<file path="config.mk">
export PLATFORM = sky130hd
export DESIGN_NAME = dct_it_math_stream
export DESIGN_NICKNAME = d
export VERILOG_FILES = /design/src/rtl/dct_it_math_stream.sv
export SDC_FILE = /design/constraint.sdc
export NUM_CORES = 2
export LEC_CHECK = 0
export ABC_AREA = 1
export ABC_CLOCK_PERIOD_IN_PS = 33800
export BUFFER_PORTS_ARGS = -buffer_cell sky130_fd_sc_hd__buf_2
export CAP_MARGIN = 25
export CELL_PAD_IN_SITES_DETAIL_PLACEMENT = 0
export CELL_PAD_IN_SITES_GLOBAL_PLACEMENT = 1
export CORE_MARGIN = 8
export CORE_UTILIZATION = 40
export CTS_BUF_LIST = sky130_fd_sc_hd__clkbuf_16
export CTS_CLUSTER_DIAMETER = 60
export DETAILED_ROUTE_END_ITERATION = 7
export GPL_TIMING_DRIVEN = 0
export PLACE_DENSITY = 0.72
export SETUP_SLACK_MARGIN = 0.5
export SLEW_MARGIN = 5
export SYNTH_ARGS = -nofsm -noshare
export SYNTH_HDL_FRONTEND = slang
export SYNTH_SLANG_ARGS = --single-unit
</file>
<file path="constraint.sdc">
create_clock -name clk -period 33.8 [get_ports clk]
set_input_delay 0 -clock clk [delete_from_list [all_inputs] [get_ports clk]]
set_output_delay 0 -clock clk [all_outputs]
set_load 0.005 [all_outputs]
</file>
<file path="src/rtl/dct_it_math_stream.sv">
// Flow-controlled 1-D 8-point binDCT inverse datapath: entry, six lifting/butterfly stages, output.
// Optional macro DCT_IT_MATH_STREAM_SAT_EN clamps the narrowed outputs instead of wrapping them.
module dct_it_math_stream #(
  parameter int W_I       = 16,
  parameter int W_O       = 16,
  parameter int FRAC      = 3,
  parameter int OUT_SHIFT = 5,
  parameter int TAG_W     = 4
) (
  input  logic                 clk,
  input  logic                 rst,
  input  logic                 s_valid,
  output logic                 s_ready,
  input  logic [8*W_I-1:0]     s_data,
  input  logic [TAG_W-1:0]     s_tag,
  output logic                 m_valid,
  input  logic                 m_ready,
  output logic [8*W_O-1:0]     m_data,
  output logic [TAG_W-1:0]     m_tag
);

  // Handshake: a beat transfers on a rising edge where valid and ready are both high.
  // The whole pipe advances on en; s_ready is en, so input stalls exactly when the output stalls.

  localparam int WN = W_I + FRAC + 2;
  localparam int RW = (WN > W_O) ? WN : W_O;

  typedef logic signed [WN-1:0] wn_t;

  localparam logic signed [WN:0] Q_HALF    = (WN+1)'(1) <<< (FRAC - 1);
  localparam logic signed [WN:0] Q_HALF_M1 = Q_HALF - (WN+1)'(1);

`ifdef DCT_IT_MATH_STREAM_SAT_EN
  localparam logic signed [RW-1:0] SAT_MAX = {{(RW-W_O+1){1'b0}}, {(W_O-1){1'b1}}};
  localparam logic signed [RW-1:0] SAT_MIN = {{(RW-W_O+1){1'b1}}, {(W_O-1){1'b0}}};
`endif

  // Round to the nearest multiple of 2^FRAC, ties away from zero; one extra bit absorbs the offset.
  function automatic wn_t q_round(input wn_t v);
    logic signed [WN:0] s;
    s = {v[WN-1], v};
    if (v[WN-1]) s = s + Q_HALF_M1;
    else         s = s + Q_HALF;
    s = (s >>> FRAC) <<< FRAC;
    return s[WN-1:0];
  endfunction

  function automatic logic [W_O-1:0] narrow(input wn_t y);
    logic signed [RW-1:0] r;
    r = RW'(y >>> OUT_SHIFT);
`ifdef DCT_IT_MATH_STREAM_SAT_EN
    if (r > SAT_MAX)      r = SAT_MAX;
    else if (r < SAT_MIN) r = SAT_MIN;
`endif
    return r[W_O-1:0];
  endfunction

  logic en;
  assign en      = ~m_valid | m_ready;
  assign s_ready = en;

  logic [6:0]       vld;
  logic [TAG_W-1:0] tag_q [7];

  wn_t e_q  [8], s1_q [8], s2_q [8], s3_q [8], s4_q [8], s5_q [8], s6_q [8];
  wn_t e_d  [8], s1_d [8], s2_d [8], s3_d [8], s4_d [8], s5_d [8], s6_d [8];
  logic [8*W_O-1:0] o_d;

  always_comb begin
    for (int i = 0; i < 8; i++) begin
      e_d[i] = {{(WN-W_I){s_data[i*W_I+W_I-1]}}, s_data[i*W_I +: W_I]} <<< FRAC;
    end
  end

  always_comb begin
    for (int i = 0; i < 8; i++) s1_d[i] = e_q[i];
    s1_d[1] = q_round(e_q[0] >>> 1) - e_q[1];
    s1_d[3] = e_q[3] - q_round((e_q[2] >>> 3) + (e_q[2] >>> 2));
    s1_d[6] = q_round(e_q[5] >>> 1) + e_q[6];
  end

  always_comb begin
    for (int i = 0; i < 8; i++) s2_d[i] = s1_q[i];
    s2_d[0] = s1_q[0] - s1_q[1];
    s2_d[2] = q_round((s1_q[3] >>> 3) + (s1_q[3] >>> 2)) + s1_q[2];
    s2_d[4] = q_round(s1_q[7] >>> 3) + s1_q[4];
    s2_d[5] = s1_q[5] - q_round((s1_q[6] >>> 3) + (s1_q[6] >>> 2) + (s1_q[6] >>> 1));
  end

  always_comb begin
    s3_d[0] = s2_q[0] + s2_q[3];
    s3_d[1] = s2_q[1] + s2_q[2];
    s3_d[2] = s2_q[1] - s2_q[2];
    s3_d[3] = s2_q[0] - s2_q[3];
    s3_d[4] = s2_q[4] + s2_q[5];
    s3_d[5] = s2_q[4] - s2_q[5];
    s3_d[6] = s2_q[7] - s2_q[6];
    s3_d[7] = s2_q[6] + s2_q[7];
  end

  always_comb begin
    for (int i = 0; i < 8; i++) s4_d[i] = s3_q[i];
    s4_d[5] = q_round((s3_q[6] >>> 3) + (s3_q[6] >>> 1)) - s3_q[5];
  end

  // S5 consumes the x5 that S4 just produced, hence its own register stage.
  always_comb begin
    for (int i = 0; i < 8; i++) s5_d[i] = s4_q[i];
    s5_d[6] = s4_q[6] - q_round((s4_q[5] >>> 3) + (s4_q[5] >>> 2));
  end

  always_comb begin
    for (int i = 0; i < 4; i++) begin
      s6_d[i]   = s5_q[i] + s5_q[7-i];
      s6_d[4+i] = s5_q[3-i] - s5_q[4+i];
    end
  end

  always_comb begin
    o_d = '0;
    for (int i = 0; i < 8; i++) o_d[i*W_O +: W_O] = narrow(s6_q[i]);
  end

  // Data registers load junk behind bubbles; vld masks it.
  always_ff @(posedge clk) begin
    if (rst) begin
      vld     <= '0;
      m_valid <= 1'b0;
      m_data  <= '0;
      m_tag   <= '0;
      for (int i = 0; i < 7; i++) tag_q[i] <= '0;
      for (int i = 0; i < 8; i++) begin
        e_q[i]  <= '0;
        s1_q[i] <= '0;
        s2_q[i] <= '0;
        s3_q[i] <= '0;
        s4_q[i] <= '0;
        s5_q[i] <= '0;
        s6_q[i] <= '0;
      end
    end else if (en) begin
      vld      <= {vld[5:0], s_valid};
      m_valid  <= vld[6];
      tag_q[0] <= s_tag;
      for (int i = 1; i < 7; i++) tag_q[i] <= tag_q[i-1];
      m_tag    <= tag_q[6];
      m_data   <= o_d;
      for (int i = 0; i < 8; i++) begin
        e_q[i]  <= e_d[i];
        s1_q[i] <= s1_d[i];
        s2_q[i] <= s2_d[i];
        s3_q[i] <= s3_d[i];
        s4_q[i] <= s4_d[i];
        s5_q[i] <= s5_d[i];
        s6_q[i] <= s6_d[i];
      end
    end
  end

endmodule

</file>
* Yosys cells after proc, flatten, opt, wreduce, memory -nomap -nowiden
Memories as Yosys holds them, arrays and structs flattened. A register that Yosys moved wholly into a read port is not among the register bits.
Cells that the tools add are included.
** Storage, ports and cells
- ROM bits :: 0
- Output and inout port bits :: 134
- Logic and storage cells :: 198
- Memories kept :: 8
- Bits in writable memories :: 1180
- Bits in latches :: 0
- Bits of input ports :: 136
- Flip-flop bits (word level) :: 8
** Memory list
- s1_q :: words 8, width 21, read ports 8, clocked after Yosys merged registers in 0, wr ports 8, line 65 : wn_t e_q [8], s1_q [8], s2_q [8], s3_q [8], s4_q [8], s5_q [8], s6_q [8];
- s2_q :: words 8, width 21, read ports 8, clocked after Yosys merged registers in 0, wr ports 8, line 65
- s3_q :: words 8, width 21, read ports 8, clocked after Yosys merged registers in 0, wr ports 8, line 65
- s4_q :: words 8, width 21, read ports 8, clocked after Yosys merged registers in 0, wr ports 8, line 65
- s5_q :: words 8, width 21, read ports 8, clocked after Yosys merged registers in 0, wr ports 8, line 65
- s6_q :: words 8, width 21, read ports 8, clocked after Yosys merged registers in 8, wr ports 8, line 65
- +2 memories
** Cells by class
- Add/sub/neg operators :: 47
- Bitwise operators :: 65
- Muxes and demuxes :: 76
- Multipliers :: 0
- Shift operators :: 0
- Order comparisons :: 0
- Div/mod/pow operators :: 0
- Reductions and logical operators :: 0
- Equality and inequality tests :: 0
** Operator list (number)
- $mux 21 :: 56
- $sub 21x21->21 :: 14
- $add 21x21->21 :: 11
- $mux 18 :: 8
- $add 20x3->21 const B :: 5
- $add 20x4->21 const B :: 5
- $add 18x19->20 :: 4
- $or 1x1->1 :: 64
- $add 21x3->21 const B :: 2
- $add 21x4->21 const B :: 2
- $mux 4 :: 7
- $add 18x20->21 :: 1
- $add 20x20->21 :: 1
- $add 18x3->19 const B :: 1
- $add 18x4->19 const B :: 1
- $mux 1 :: 5
- $not 1->1 :: 1

* Depth between registers and ports, before layout
An unclocked memory read counts as a cell.
- Depth in word-level cells :: 7
- Gate-level depth with buffers :: 29
- Mapped depth without buffers :: 29

* Least setup slack after synthesis
Ideal clock, no wire load.
- Kind :: flip-flop to flip-flop
- Start :: reg m_valid
- End :: mem e_q[0][0] in the netlist's numbering (enable)
- Required time :: 26983 ps
- Setup time :: 6817 ps
- Arrival :: 16898 ps
- Path slack :: 10086 ps
- Clock period less this slack :: 23714 ps
- Path buffers :: 1
- Stages on the path, launching flop included :: 5
- Path through :: dfxtp_1 -> inv_1 -> nor2_1 -> clkbuf_1 -> nand2_1
** RTL lines
- start, declared :: line 16 : output logic m_valid,
- start signal, assigned :: line 143 : m_valid <= vld[6];
- end, declared :: line 65

==> impl_metrics.py <==
metrics = {
    "run_status": {
        "status": "complete, no violations",
    },
    "place": {
        "portBuffers": 268,
        "place_congestion": 0.916,
        "place_hpwl_microns": 154000,
        "place_area_sq_um": 72100,
        "dp.cells": 10400,
        "pre_cts_slack_ns": 28.50,
    },
    "clock_network": {
        "cts.sinks": 1123,
        "htreeDepth": 4,
        "clock_latency_ns": 0.78,
        "cts_tree": "yes",
        "clockRootBuffer": "clkbuf_16",
        "hold_buffers": 171,
        "cts_buffer_depth": 3,
        "numCtsBuffers": 143,
        "post_cts_buffers": 0,
        "clkTransAtPathRegs_ns": 0.06,
        "post_cts_resized": 0,
    },
    "drt": {
        "route.detailed.drc": 0,
        "wl_met3_microns": 8980,
        "num_vias": 53400,
        "wl_microns": 193000,
        "drt_iter0_drc": 3890,
        "wl_met2_microns": 88400,
        "antenna_left": 0,
        "dr.pass1.iters": 6,
        "vias_per_cell": 4.93,
        "wl_per_cell_microns": 17.8,
        "dr.max_layer_used": "met4",
        "m1WireLength_microns": 90000,
    },
    "floorplanning": {
        "coreArea_sq_um": 167000,
        "start_util": 0.403,
        "io-pin-count": 270,
        "die_h_microns": 427,
        "row_count": 150,
        "die_w_microns": 427,
        "die-area_sq_um": 182000,
    },
    "global_routing": {
        "grt_max_degree": 74,
        "grt.overflow.total": 0,
        "first_global_vias": 51300,
        "grt_pass1_wl_microns": 293000,
        "grt_use_total": 0.207,
        "antenna_found_initial": 7,
    },
    "timing": {
        "finalHoldViolations": 0,
        "period_needed_ns": 5.38,
        "rsz0062_at_grt": "no",
        "finalWorstSetupSlack_ns": 28.42,
        "finalSetupViolCount": 0,
        "hold_slack_ns": 0.0507,
        "tightest_slew_ns": 1.07,
        "finClkSkew_ns": 0.0270,
        "fin_crit_sh": 0.159,
        "relSlewSlack": 0.288,
        "drv_slew": 0,
        "fmax_mhz": 186,
    },
    "power": {
        "p_seq_frac": 0.373,
        "internal_power_mw": 3.21,
        "switchingPower_mw": 1.88,
        "combPwrFrac": 0.336,
        "cellLeakagePower_nw": 37.1,
        "ir_drop_mv": 0.0615,
        "power_density_nw_per_um2": 64.8,
        "power.share.clock": 0.291,
        "switching_share": 0.369,
    },
    "critical_path": {
        "r2r_slack_ns": 28.42,
        "crit_type": "flop to flop",
        "worstSetupEndpointType": "flop",
        "r2r-end": "s2_q[0][122]",
        "required_ns": 34.31,
        "r2r_start": "s1_q[1][47]",
        "r2r_cells": 20,
        "cp_data_arrival_time_ns": 5.89,
        "path_max_fanout": 5,
        "worstSetupStartpointType": "flop",
    },
    "synthesis": {
        "synth-edff-count": 983,
        "ys_ff_latch": 1123,
        "syn_area_per_cell_sq_um": 8.54,
        "ys_seq_area_frac": 0.479,
        "postSynthCellCount": 7894,
        "synth_fp_nets": 8580,
        "synth-async-reset-ratio": 0,
        "synth_area_sq_um": 67400,
        "ys.flop_type": "edfxtp_1",
        "yosysWarnings": 0,
        "synth_cell_type_count": 66,
    },
    "finish": {
        "nets": 9190,
        "areaGrowthSynthToFinish_pct": 16.4,
        "final_cells": 10800,
        "layout_common_cells": "1,403 x inv_1, 1,192 x nand2_1, 1,067 x nor2_1",
        "n_fill_cell": 16300,
        "layout_commonest_cell": "inv_1",
        "final_layout_size_suffix_gt1_frac": 0.0661,
        "stdcell_area_sq_um": 78500,
    },
    "hold_path": {
        "min_delay_path_depth": 4,
        "hold_path_class": "input port to flop",
        "hold_start": "s_data[108]",
        "min_to": "e_q[0][120]",
    },
    "run": {
        "drv_cap": 0,
    },
}
power groups by stage:
stage	combinational [mW]	sequential (mW)	clock (mW)
floorplan	1.20	1.87	0
global placement	1.67	1.92	0
detailed placement	1.68	1.93	0
CTS	1.71	1.90	1.52
global route	1.94	1.92	1.57
finish	1.71	1.90	1.48
how the worst max path moves through the flow:
stage | startpoint | to | slack [ns] | cells past startpoint
6_report | s1_q[1][47] | s2_q[0][122] | 28.42 | 20
5_1_grt | s1_q[1][47] | s2_q[0][122] | 27.92 | 20
4_1_cts | s1_q[1][47] | s2_q[0][122] | 28.46 | 20
3_5_place_dp | s1_q[1][47] | s2_q[0][122] | 28.50 | 20
3_3_place_gp | m_valid | e_q[0][12] | -2.73 | 4
2_1_floorplan | m_valid | e_q[0][0] | 10.09 | 4
final cells by class:
type | count | area, sq um | area share
antenna | 1 | 2.50 | 0.0000319
buffer | 219 | 837 | 0.0107
clock buffer | 146 | 3650 | 0.0465
clock inverter | 112 | 992 | 0.0126
inverter | 1379 | 5180 | 0.0659
multi-input combinational | 5173 | 29100 | 0.371
sequential | 1123 | 32300 | 0.412
tap | 2204 | 2760 | 0.0351
timing repair buffer | 465 | 3620 | 0.0461
layer usage:
metal | track usage | up-vias
met5 | 0 | -
met4 | 0.0589 | 0
met3 | 0.0273 | 258
met2 | 0.343 | 1154
met1 | 0.283 | 24500
li1 | - | 27500
state kept, by name, summed over array words and instances, names as in the netlist:
signal   count
e_q        128
m_data     128
m_tag        4
m_valid      1
s1_q       134
s2_q       142
s3_q       140
s4_q       141
s5_q       142
s6_q       128
tag_q       28
vld          7
cells in the mapped netlist, types with 52 or more instances:
| cell type | instances | area (sq um) |
|---|---|---|
| o21a_1 | 89 | 668 |
| xor2_1 | 104 | 911 |
| ha_1 | 512 | 6410 |
| nor2_1 | 1068 | 4010 |
| inv_1 | 1374 | 5160 |
| nand2_1 | 1193 | 4480 |
| clkbuf_1 | 212 | 796 |
| nor3_1 | 83 | 415 |
| o31ai_1 | 52 | 390 |
| dfxtp_1 | 140 | 2800 |
| o21ai_0 | 429 | 2150 |
| nand3_1 | 389 | 1950 |
| edfxtp_1 | 983 | 29500 |
| a21oi_1 | 821 | 4110 |
worst max-delay path, cell delays in order, from the launching register on:
cell and delay (ns):
edfxtp_1 0.53, fa_1 0.48, ha_1 0.25, fa_1 0.58, ha_1 0.25, inv_1 0.08
nor2_1 0.17, nor2_1 0.14, nand3b_1 0.21, nor2_1 0.22, xor2_1 0.19, ha_1 0.32
a21oi_1 0.14, a21boi_0 0.37, o21ai_1 0.21, a21boi_0 0.34, o21ai_1 0.15, a21boi_0 0.25
nand2_1 0.08, nand2_1 0.06, nor2_1 0.10
cells by family after synthesis:
kind of cell / synth area share
compound gates: 0.131
fa+ha+maj: 0.106
buf+inv: 0.0890
xor+xnor: 0.0181
flops: 0.479
simple gates: 0.176
through the flow:
step           TNS [ns]   util  power [mW]
2_1_floorplan         0      -        3.08
4_1_cts               0  0.469        5.13
6_report              0  0.469        5.09
3_3_place_gp   -2556.58  0.427        3.59
3_5_place_dp          0  0.431        3.61
5_1_grt               0  0.469        5.43
Power figures use the tool's default switching activity.
